[src/rtl/fifo_arb_pkg.sv]
// rtl/fifo_arb_pkg.sv - shared state encoding and sizing helpers for the fifo enqueue arbiter
package fifo_arb_pkg;

    typedef enum logic {
        ST_IDLE  = 1'b0,
        ST_GRANT = 1'b1
    } arb_state_t;

    // Counter must hold p_MAX_BURST itself, since it increments on the last word of a burst.
    function automatic int cnt_width(input int max_burst);
        return $clog2(max_burst + 1);
    endfunction

endpackage

[src/rtl/rr_pick.sv]
// rtl/rr_pick.sv - combinational round-robin picker: first set request at or above ptr, wrapping
module rr_pick #(
    parameter int p_NUM_REQ = 4,
    parameter int p_PTR_W   = $clog2(p_NUM_REQ)
) (
    input  logic [p_NUM_REQ-1:0] req,
    input  logic [p_PTR_W-1:0]   ptr,
    output logic [p_NUM_REQ-1:0] pick,
    output logic                 valid
);

    int                 idx;
    logic [p_PTR_W-1:0] idx_p;

    always_comb begin
        pick  = '0;
        valid = 1'b0;
        idx   = 0;
        idx_p = '0;
        for (int i = 0; i < p_NUM_REQ; i++) begin
            idx = int'(ptr) + i;
            if (idx >= p_NUM_REQ) begin
                idx = idx - p_NUM_REQ;
            end
            idx_p = p_PTR_W'(idx);
            if (!valid && req[idx_p]) begin
                pick[idx_p] = 1'b1;
                valid       = 1'b1;
            end
        end
    end

endmodule

[src/rtl/fifo_enq_arbiter.sv]
// rtl/fifo_enq_arbiter.sv - round-robin, burst-bounded sharing of one fifo enqueue port
import fifo_arb_pkg::*;

module fifo_enq_arbiter #(
    parameter int p_WORD_LEN  = 8,
    parameter int p_NUM_REQ   = 4,
    parameter int p_MAX_BURST = 4
) (
    input  logic                            i_clk,
    input  logic                            i_reset,
    input  logic [p_NUM_REQ*p_WORD_LEN-1:0] req_data,
    input  logic [p_NUM_REQ-1:0]            req_en,
    output logic [p_NUM_REQ-1:0]            req_rdy,
    output logic [p_WORD_LEN-1:0]           fifo_enq_data,
    output logic                            fifo_enq_en,
    input  logic                            fifo_enq_rdy,
    output logic [p_NUM_REQ-1:0]            o_grant,
    output logic                            o_busy
);

    localparam int                PTR_W    = $clog2(p_NUM_REQ);
    localparam int                CNT_W    = cnt_width(p_MAX_BURST);
    localparam logic [CNT_W-1:0]  CNT_LAST = CNT_W'(p_MAX_BURST - 1);
    localparam logic [PTR_W-1:0]  PTR_LAST = PTR_W'(p_NUM_REQ - 1);

    arb_state_t             state;
    arb_state_t             state_nxt;
    logic [PTR_W-1:0]       r_ptr;
    logic [PTR_W-1:0]       ptr_nxt;
    logic [p_NUM_REQ-1:0]   r_grant;
    logic [p_NUM_REQ-1:0]   grant_nxt;
    logic [CNT_W-1:0]       r_cnt;
    logic [CNT_W-1:0]       cnt_nxt;

    logic [p_NUM_REQ-1:0]   pick;
    logic                   pick_vld;
    logic [PTR_W-1:0]       g_idx;
    logic [p_WORD_LEN-1:0]  g_data;
    logic                   g_req;
    logic                   active;
    logic                   xfer;

    rr_pick #(
        .p_NUM_REQ (p_NUM_REQ),
        .p_PTR_W   (PTR_W)
    ) u_pick (
        .req   (req_en),
        .ptr   (r_ptr),
        .pick  (pick),
        .valid (pick_vld)
    );

    always_comb begin
        g_idx  = '0;
        g_data = '0;
        for (int i = 0; i < p_NUM_REQ; i++) begin
            if (r_grant[i]) begin
                g_idx  = PTR_W'(i);
                g_data = req_data[i*p_WORD_LEN +: p_WORD_LEN];
            end
        end
    end

    // Reset is gated into the datapath so an in-flight word is never pushed during reset.
    assign active = (state == ST_GRANT) && !i_reset;
    assign g_req  = |(req_en & r_grant);
    assign xfer   = active && g_req && fifo_enq_rdy;

    always_comb begin
        req_rdy       = (active && fifo_enq_rdy) ? r_grant : '0;
        fifo_enq_en   = xfer;
        fifo_enq_data = active ? g_data : '0;
        o_grant       = i_reset ? '0 : r_grant;
        o_busy        = active;
    end

    always_comb begin
        state_nxt = state;
        ptr_nxt   = r_ptr;
        grant_nxt = r_grant;
        cnt_nxt   = r_cnt;
        case (state)
            ST_IDLE: begin
                if (pick_vld) begin
                    grant_nxt = pick;
                    cnt_nxt   = '0;
                    state_nxt = ST_GRANT;
                end
            end
            ST_GRANT: begin
                if (xfer) begin
                    cnt_nxt = r_cnt + 1'b1;
                end
                // A full fifo only stalls the grant; release needs burst end or a dropped request.
                if ((xfer && (r_cnt == CNT_LAST)) || !g_req) begin
                    state_nxt = ST_IDLE;
                    grant_nxt = '0;
                    ptr_nxt   = (g_idx == PTR_LAST) ? '0 : g_idx + 1'b1;
                end
            end
            default: begin
                state_nxt = ST_IDLE;
            end
        endcase
    end

    always_ff @(posedge i_clk) begin
        if (i_reset) begin
            state   <= ST_IDLE;
            r_ptr   <= '0;
            r_grant <= '0;
            r_cnt   <= '0;
        end else begin
            state   <= state_nxt;
            r_ptr   <= ptr_nxt;
            r_grant <= grant_nxt;
            r_cnt   <= cnt_nxt;
        end
    end

    always_ff @(posedge i_clk) begin
        if (!i_reset) begin
            assert (!(fifo_enq_en && !fifo_enq_rdy));
            assert ($onehot0(o_grant));
        end
    end

endmodule

[config.mk]
export PLATFORM = sky130hd
export DESIGN_NAME = fifo_enq_arbiter
export DESIGN_NICKNAME = d
export VERILOG_FILES = /design/src/rtl/fifo_arb_pkg.sv /design/src/rtl/rr_pick.sv /design/src/rtl/fifo_enq_arbiter.sv
export SDC_FILE = /design/constraint.sdc
export NUM_CORES = 1
export LEC_CHECK = 0
export ABC_AREA = 1
export BUFFER_PORTS_ARGS = -buffer_cell sky130_fd_sc_hd__buf_4
export CORE_MARGIN = 2
export CORE_UTILIZATION = 40
export DETAILED_ROUTE_END_ITERATION = 10
export PLACE_DENSITY = 0.68
export SLEW_MARGIN = 30
export SYNTH_ARGS = -nofsm -noshare
export SYNTH_HDL_FRONTEND = slang
export SYNTH_SLANG_ARGS = --single-unit
export TNS_END_PERCENT = 100
[constraint.sdc]
create_clock -name i_clk -period 5.1 [get_ports i_clk]
set_clock_uncertainty 0.15 [all_clocks]
set_input_delay 0.765 -clock i_clk [delete_from_list [all_inputs] [get_ports i_clk]]
set_output_delay 0.765 -clock i_clk [all_outputs]
set_load 0.005 [all_outputs]
[Word-level counts from Yosys, hierarchy flattened]
Cells that the tools add are included.
Storage, ports and cells
  input bits: 39
  register bits: 10
Cells by class
  order comparisons: 12
  muxes and demuxes: 48
  $add $sub $neg: 9
  reduce and logical (&&, ||, !) cells: 22
  eq/ne operators: 5
  bitwise logic cells: 5
Operators with widths (number)
  2-to-1 mux 8 bit: 5
  2-to-1 mux 4 bit: 8
  2-to-1 mux 1 bit: 15
  2-to-1 mux 2 bit: 7
  logical AND 1 bit: 12
  less-than comparator 2 x 3 -> 1 bit, second input constant: 4
  bitwise OR 4 bit: 3
  >= comparator 3 bit, second input constant: 3
  binary-select mux 1 bit (select 2 bit): 4
  demux 1 bit (select 2 bit): 4
  >= comparator 2 x 1 -> 1 bit, second input constant: 4
  one-hot mux 4 bit (2 select lines): 1
  subtractor 2 x 1 -> 2 bit, second input constant: 4
  adder 2 x 2 -> 3 bit, second input constant: 2
  2-to-1 mux 3 bit: 2
  one-hot mux 3 bit (2 select lines): 1
  AND reduction 2 bit: 3
  zero test 1 bit: 5
  bitwise AND 4 bit: 1
  inequality test 2 x 1 -> 1 bit, second input constant: 2
  OR reduction 4 bit: 1
  adder 2 x 1 -> 3 bit, second input constant: 1
  adder 3 x 1 -> 3 bit, second input constant: 1
  equality test 3 x 2 -> 1 bit, second input constant: 1
  other kinds (7): 7

[Depth between registers and ports, before layout]
Gate-level depths: netlist of the first run.
  depth in word-level cells: 16
  mapped depth: 11
  gate-level depth less buffers: 11

[By module]
A second synthesis of the first run with hierarchy kept.
Unflattened totals
  cell total of the unflattened synthesis: 206
  area total of the unflattened synthesis: 1277.5 um2
By module, submodules not included
  fifo_enq_arbiter: instances 1, sequential area each 200.2 um2, area each 853.3 um2, cells an instance 130
  rr_pick: instances 1, sequential area each 0.0 um2, area each 424.2 um2, cells an instance 76

[Worst setup path before layout of the first run]
Ideal clock, no wire load.
  kind: input to output
  start: input req_data[0]
  end: output fifo_enq_data[0]
  slack: 2.957 ns
  data arrival time: 1.228 ns
  stages on the path: 6
  cells stage by stage: nand2_1 -> nand2_1 -> o21ai_0 -> o21ai_0 -> o21ai_0 -> nor2_1
Between the ends
  longest elaborated chain between the ends: 5
RTL lines
  from (decl): RTL line fifo_enq_arbiter.sv:11  | input logic [p_NUM_REQ*p_WORD_LEN-1:0] req_data,
  2-to-1 mux 8 bit (4 in series): RTL line fifo_enq_arbiter.sv:57  | if (r_grant[i]) begin
  2-to-1 mux 8 bit: RTL line fifo_enq_arbiter.sv:72  | fifo_enq_data = active ? g_data : '0;
  to (decl): RTL line fifo_enq_arbiter.sv:14  | output logic [p_WORD_LEN-1:0] fifo_enq_data,
Every way passes these cells.

[Worst setup path after layout of the first run]
  start: register r_grant[2]
  end: output fifo_enq_data[2]
Between the ends
  longest elaborated chain between the ends: 3
RTL lines
  from (decl): RTL line fifo_enq_arbiter.sv:30  | logic [p_NUM_REQ-1:0] r_grant;
  from (signal assigned): RTL line fifo_enq_arbiter.sv:116  | r_grant <= grant_nxt;
  2-to-1 mux 8 bit (2 in series): RTL line fifo_enq_arbiter.sv:57
  2-to-1 mux 8 bit: RTL line fifo_enq_arbiter.sv:72
Every way passes these cells.

==> results_dict.tcl, run 1 <==
set metrics [dict create \
    status "finished, final reports clean" \
    hold_slack_ns 0.324 \
    crit_type "reg2out" \
    gp_congestion 0.804 \
    antenna_found_initial 0 \
    post_cts_buffers 0 \
    mostFrequentLayoutCell "buf_4" \
    grt_pass1_vias 1262 \
    synth_cells 199 \
    drive_gt1_share_pct 34.4 \
    drtIter0Drc 100 \
    utilization_pct 57.2 \
    maxCapViolCount 0 \
    avgViaCountPerCell 4.90 \
    drtPass1Iterations 4 \
    dpl.hpwl_mm 2.86 \
    track_usage_pct 20.3 \
    yosys_warnings 0 \
    area_growth_pct 37.8 \
    num_rows 20 \
    cts_tree "built" \
    routed_wl_mm 3.55 \
    comb_power_share_pct 76.5 \
    cp-end-kind "output pin" \
    rsz0062_at_grt "false" \
    cts_root_buf "clkbuf_4" \
    path_max_fanout 12 \
    die_h_um 60.1 \
    hold_buffers 0 \
    intPower_uw 356 \
    clk_pin_slew_ns 0.06 \
    cts_max_path_buffers 2 \
    total_power_uw 825 \
    ys_ff_latch 10 \
    yosysSeqAreaShare_pct 15.9 \
    cp-start-kind "flop" \
    whs_path_depth 1 \
    rrSetupSlack_ns 2.94 \
    worst_pin_slew_ns 0.520 \
    die_w_um 60.1 \
    p_per_area_nw_per_um2 476 \
    synthesis.nets 247 \
    drc_errors 0 \
    clkPwrFrac_pct 6.5 \
    core_um2 3030 \
    power_frac_seq_pct 17.0 \
    grt_max_degree 22 \
    fin_crit_sh_pct 52.3 \
    maxSlewViolCount 0 \
    peakVddDrop_mv 0.299 \
    p_leak_uw 0.000870 \
    ios 57 \
    synthDistinctLibCells 27 \
    worstHoldStart "r_cnt[0]" \
    worst_slack_ns 2.43 \
    finalNetCount 303 \
    overflow 0 \
    place_worst_setup_slack_ns 2.61 \
    clk-insertion-delay-late_ns 0.26 \
    setup_viol_count_final 0 \
    layout_common_cells "buf_4, nand2_1, nor2_1, o21ai_0, nand3_1" \
    p_switching_uw 469 \
    ant_nets 0 \
    postSynthAreaPerCell_um2 6.32 \
    wire_per_inst_um 12.0 \
    rr_startpoint "r_ptr[0]" \
    sw_frac_of_total_pct 56.8 \
    grt_pass1_wl_mm 5.64 \
    num_antenna_cells 0 \
    crit_arrival_ns 1.75 \
    worstPathRequired_ns 4.18 \
    syn_area_um2 1260 \
    die_area_um2 3610 \
    fillCellCount 313 \
    finalSetupTns_ns 0 \
    relSlewSlack_pct 65.3 \
    clock.fmax_mhz 375 \
    cts_made_buffers 3 \
    h-tree-depth 1 \
    initial_utilization_pct 41.5 \
    worstRegToRegCells 11 \
    timing.rr.end "r_grant[2]" \
    period_minus_slack_ns 2.67 \
    hold_end "r_cnt[0]" \
    clock_sinks 10 \
    hold_class "reg2reg" \
    hold_viol 0 \
    io_buffers 56 \
    cts_resized 0 \
    vias 1455 \
]
==> how the worst max path moves through the flow <==
stage                            from          endpoint  slack, ns  depth (start not counted)
final                      r_grant[2]  fifo_enq_data[2]       2.43                          7
after floorplan           req_data[0]  fifo_enq_data[0]       2.96                          6
after CTS                  r_grant[2]  fifo_enq_data[2]       2.42                          7
after global placement        i_reset       fifo_enq_en       2.59                          7
after detailed placement      i_reset       fifo_enq_en       2.61                          7
after global routing       r_grant[2]  fifo_enq_data[2]       2.23                          7
==> stage by stage <==
step,cells,cell area (um2)
floorplan,199,1260
CTS,297,1730
detailed placement,294,1710
global placement,294,1710
global route,297,1730
finish,297,1730
==> routing by layer <==
metal | global-route usage (%) | part of all wire (%) | up-vias
met5 | 0 | 0 | -
met4 | 1.90 | 0.65 | 0
met3 | 3.90 | 4.7 | 4
met2 | 30.7 | 48 | 39
met1 | 30.6 | 47 | 641
li1 | - | - | 771
==> flip-flops by register name, summed over array words and instances (netlist names) <==
signal,cells
state,1
r_ptr,2
r_grant,4
r_cnt,3
==> critical path, cell delays in order (launching register included) <==
cell	delay (ns)
dfxtp_1	0.37
inv_1	0.18
nand2_1	0.31
nor2_1	0.07
o21ai_0	0.22
o21ai_0	0.12
nor2_1	0.11
buf_4	0.11
==> cell usage after synthesis (all sizes together) <==
master	count	area [um2]
nand3b	4	30.0
nand4	6	52.6
nand2	52	261
clkbuf	3	11.3
dfxtp	10	200
inv	22	82.6
o211ai	1	7.51
nand3	28	180
ha	9	113
buf	2	11.3
o22ai	2	12.5
nor2	28	123
o21ai	26	130
or2	1	6.26
a21oi	5	36.3
==> cell families after synthesis <==
family,synth area share (%)
buffers and inverters,8.36
and+or+nand+nor,51.9
AOI/OAI and AO/OA,14.8
DFF,15.9
adders and majority gates,8.96
==> power groups by stage <==
stage               clock network [uW]  logic (uW)  registers (uW)
global placement                     0         628             143
CTS                               55.5         627             141
global route                      59.1         712             146
finish                            53.6         631             140
detailed placement                   0         624             142
floorplan                            0         478             125
==> final cells by class <==
cell class / count / area, um2 / area share [%]
flip-flops and latches: 10 / 200 / 11.6
multi-input cells: 162 / 952 / 54.9
well taps: 44 / 55.1 / 3.18
inverters: 22 / 82.6 / 4.77
clock buffers: 3 / 22.5 / 1.30
repair buffers: 56 / 420 / 24.3
(Power assumes the default switching activity.)
==> inputs of run 2 (changes only) <==
Settings changed: PLACE_DENSITY 0.68 to 0.71.
Clock period 5.1 ns to 2.2 ns, I/O delays scaled along.
==> results_dict.tcl, run 2 (synthesis gave the netlist of run 1 again) <==
set metrics [dict create \
    crit_type "reg2out" \
    worstPathRequired_ns 1.72 \
    ant_nets 0 \
    whs_path_depth 2 \
    worst_pin_slew_ns 0.315 \
    clock_sinks 10 \
    cp-start-kind "flop" \
    peakVddDrop_mv 0.565 \
    reg.largest.list "r_grant (4), r_cnt (3), r_ptr (2)" \
    cp-end-kind "output pin" \
    area_growth_pct 43.5 \
    p_leak_uw 0.000906 \
    crit_arrival_ns 1.58 \
    clk-insertion-delay-late_ns 0.27 \
    dp.cells 297 \
    cts_root_buf "clkbuf_4" \
    vias 1509 \
    relSlewSlack_pct 79.0 \
    rrSetupSlack_ns 0.33 \
    grt_pass1_wl_mm 6.02 \
    maxCapViolCount 0 \
    num_rows 20 \
    grt_max_degree 19 \
    avgViaCountPerCell 4.96 \
    hold_class "in2reg" \
    finalSetupTns_ns 0 \
    worst_slack_ns 0.139 \
    wire_per_inst_um 12.1 \
    h-tree-depth 1 \
    hold_end "r_cnt[2]" \
    sw_frac_of_total_pct 55.1 \
    grt_pass1_vias 1289 \
    layout_common_cells "buf_4, nand2_1, nor2_1, o21ai_0, nand3_1" \
    p_per_area_nw_per_um2 1140 \
    clock.fmax_mhz 485 \
    dpl.hpwl_mm 3.02 \
    p_switching_uw 1130 \
    initial_utilization_pct 41.5 \
    cts_max_path_buffers 2 \
    io_buffers 56 \
    cts_tree "built" \
    largest_reg_flops 4 \
    maxSlewViolCount 0 \
    fin_crit_sh_pct 93.7 \
    period_minus_slack_ns 2.06 \
    multiInputGateArea_um2 962 \
    overflow 0 \
    mostFrequentLayoutCell "buf_4" \
    num_antenna_cells 0 \
    die_w_um 60.1 \
    clk_pin_slew_ns 0.07 \
    timing.rr.end "r_grant[3]" \
    setup_viol_count_final 0 \
    gp_congestion 0.926 \
    comb_power_share_pct 76.9 \
    core_um2 3030 \
    drtIter0Drc 79 \
    place_worst_setup_slack_ns 0.345 \
    drtPass1Iterations 4 \
    hold_buffers 0 \
    cts_made_buffers 3 \
    fillCellCount 298 \
    stdcell_count 304 \
    hold_viol 0 \
    path_max_fanout 7 \
    status "finished, final reports clean" \
    ios 57 \
    track_usage_pct 21.8 \
    die_h_um 60.1 \
    power_frac_seq_pct 14.9 \
    routed_wl_mm 3.69 \
    die_area_um2 3610 \
    antenna_found_initial 0 \
    final-seq-area_um2 201 \
    rr_startpoint "r_ptr[0]" \
    worstHoldStart "i_reset" \
    top_register "r_grant" \
    finalNetCount 309 \
    drive_gt1_share_pct 37.7 \
    clkPwrFrac_pct 8.2 \
    utilization_pct 59.6 \
    intPower_uw 921 \
    worstRegToRegCells 11 \
    drc_errors 0 \
]
## run 2: cell count changes in the layout (fill, tap and decap cells not counted), sizes merged
cell / before / now
clkbuf: 3 / 5
inv: 22 / 21
clkinvlp: 0 / 1
buf: 56 / 61
## run 2: how the worst max path moves through the flow
stage / start / end / slack [ns] / cells past startpoint
final: r_grant[2] / fifo_enq_data[1] / 0.14 / 7
after global routing: r_grant[2] / fifo_enq_data[6] / -0.006 / 7
after CTS: r_grant[2] / fifo_enq_data[3] / 0.04 / 7
after global placement: r_grant[2] / fifo_enq_data[3] / 0.30 / 7
after floorplan: r_ptr[1] / r_grant[0] / 0.30 / 11
after detailed placement: r_grant[2] / fifo_enq_data[2] / 0.34 / 7
## run 2: worst max-delay path: stages, from the launching register on
cell and delay (ns):
dfxtp_2 0.38, clkinvlp_4 0.18, clkbuf_2 0.18, o21ai_1 0.20
o21ai_0 0.11, o21ai_0 0.08, nor2_1 0.05, buf_4 0.14
## run 2: area by class of cell
cell class	count	area share, %
timing repair buffer	62	25.7
sequential	10	11.2
clock buffer	4	2.01
inverter	22	4.79
tap	44	3.05
multi-input combinational	162	53.3
## run 2: power groups by stage
stage / Sequential (uW) / Combinational (uW) / Clock [uW]
floorplan: 289 / 1110 / 0
global placement: 296 / 1510 / 0
detailed placement: 297 / 1510 / 0
CTS: 292 / 1520 / 175
global route: 316 / 1770 / 184
finish: 305 / 1580 / 169
## run 2: what timing repair did
action / 4_1_cts / 5_1_grt
setup buffers: 0 / 3
endpoints found under the setup margin: 0 / 8
gates resized for setup: 0 / 7
endpoints found under the hold margin: 0 / 0
## run 2: metal layers
| metal | vias to the layer above | wire [um] | global-route usage, % |
|---|---|---|---|
| li1 | 788 | - | - |
| met1 | 686 | 1670 | 32.9 |
| met2 | 31 | 1850 | 32.8 |
| met3 | 4 | 134 | 3.90 |
| met4 | 0 | 33 | 2.86 |
| met5 | - | 0 | 0 |
## run 2: metrics by stage
stage	instance area, um2	power [uW]	hold slack (ns)
2_1_floorplan	1260	1400	0.295
3_3_place_gp	1730	1800	0.311
3_5_place_dp	1730	1810	0.311
4_1_cts	1770	1990	0.160
5_1_grt	1800	2270	0.165
6_report	1800	2050	0.172
==> inputs of run 3 (changes only) <==
Settings changed: PLACE_DENSITY 0.71 to not set, PLACE_DENSITY_LB_ADDON set to 0.08.
==> results_dict.tcl, run 3 (synthesis gave the netlist of run 1 again) <==
set metrics [dict create \
    finalNetCount 306 \
    drtPass1Iterations 4 \
    die_area_um2 3610 \
    clk_pin_slew_ns 0.07 \
    cp-end-kind "output pin" \
    hold_class "in2reg" \
    overflow 0 \
    clock_sinks 10 \
    largest_reg_flops 4 \
    grt_max_degree 19 \
    cts_tree "built" \
    wl_met3_um 133 \
    area_growth_pct 41.6 \
    maxSlewViolCount 0 \
    die_w_um 60.1 \
    p_per_area_nw_per_um2 1130 \
    wl_met2_mm 1.69 \
    ios 57 \
    worstHoldStart "i_reset" \
    h-tree-depth 1 \
    wire_per_inst_um 11.7 \
    ant_nets 0 \
    wl_met1_mm 1.68 \
    peakVddDrop_mv 0.531 \
    total_power_uw 2010 \
    drc_errors 0 \
    die_h_um 60.1 \
    gp_congestion 0.961 \
    dpl.hpwl_mm 2.92 \
    hold_viol 0 \
    final_area_um2 1780 \
    initial_utilization_pct 41.5 \
    path_max_fanout 8 \
    relSlewSlack_pct 81.0 \
    cts_max_path_buffers 2 \
    clock.fmax_mhz 495 \
    vias 1440 \
    top_register "r_grant" \
    whs_path_depth 2 \
    routed.top_layer "met4" \
    num_antenna_cells 0 \
    crit_start "r_grant[1]" \
    antenna_found_initial 0 \
    rr_startpoint "r_ptr[0]" \
    grt_pass1_wl_mm 5.49 \
    layout_common_cells "buf_4, nand2_1, o21ai_0, nor2_1, nand3_1" \
    drive_gt1_share_pct 37.0 \
    mostFrequentLayoutCell "buf_4" \
    avgViaCountPerCell 4.78 \
    fin_crit_sh_pct 91.9 \
    multiInputGateArea_um2 962 \
    rrSetupSlack_ns 0.33 \
    rsz0062_at_grt "false" \
    utilization_pct 58.8 \
    maxCapViolCount 0 \
    hold_slack_ns 0.178 \
    dpl-instance-area_um2 1730 \
    final-seq-area_um2 201 \
    grt_pass1_vias 1250 \
    cp-start-kind "flop" \
    period_minus_slack_ns 2.02 \
    io_buffers 56 \
    cts_made_buffers 3 \
    worstPathRequired_ns 1.72 \
    worst_pin_slew_ns 0.285 \
    clk-insertion-delay-late_ns 0.27 \
    cts_root_buf "clkbuf_4" \
    crit_arrival_ns 1.54 \
    p_leak_uw 0.000895 \
    finalSetupTns_ns 0 \
    setup_viol_count_final 0 \
    hold_buffers 0 \
    drtIter0Drc 107 \
    worstRegToRegCells 11 \
    track_usage_pct 19.4 \
    crit_type "reg2out" \
    core_um2 3030 \
    status "finished, final reports clean" \
    fillCellCount 311 \
    routed_wl_mm 3.51 \
    reg.largest.list "r_grant (4), r_cnt (3), r_ptr (2)" \
    num_rows 20 \
]
[run 3: cell count changes in the layout (fill, tap and decap cells not counted)]
| cell | delta |
|---|---|
| o21ai_0 | +2 |
| clkbuf_2 | -1 |
| buf_4 | -2 |
| clkinvlp_4 | -1 |
| o21ai_1 | -2 |
| inv_2 | +1 |
[run 3: layout make-up]
class	instances	area share, %
repair buffers	59	24.9
flip-flops and latches	10	11.3
multi-input cells	162	54.0
well taps	44	3.09
clock buffers	4	2.04
inverters	22	4.64
[run 3: worst max-delay path, cell delays in order, from the launching register on]
cell and delay [ns]:
dfxtp_1 0.44, nor2_2 0.13, nand2_1 0.08, o21ai_0 0.08
o21ai_0 0.18, o21ai_0 0.14, nor2_1 0.12, buf_4 0.12
[run 3: what timing repair did]
action,in CTS,in global routing
resized for setup,1,4
buffers inserted,0,0
setup endpoints to repair,1,8
[run 3: final timing paths]
| path | endpoint |
|---|---|
| min | r_cnt[2] |
| max | fifo_enq_data[1] |
| min reg2reg | r_cnt[2] |
| max reg2reg | r_grant[3] |
[run 3: metrics by stage]
stage / setup slack (ns) / instances
after CTS: 0.0881 / 301
after global routing: 0.00505 / 301
final: 0.178 / 301
after detailed placement: 0.301 / 297
after floorplan: 0.298 / 199
after global placement: 0.282 / 297
[run 3: routing by layer]
metal  track usage (%)  up-vias
li1                  -      774
met1              29.4      632
met2              28.6       32
met3              4.55        2
met4              2.22        0
met5                 0        -
[run 3: power breakdown]
group / switching [uW] / leakage (uW) / internal [uW]
registers: 66.2 / 0.0000819 / 237
logic: 980 / 0.000792 / 561
clock network: 68.3 / 0.0000210 / 101
total: 1110 / 0.000895 / 898
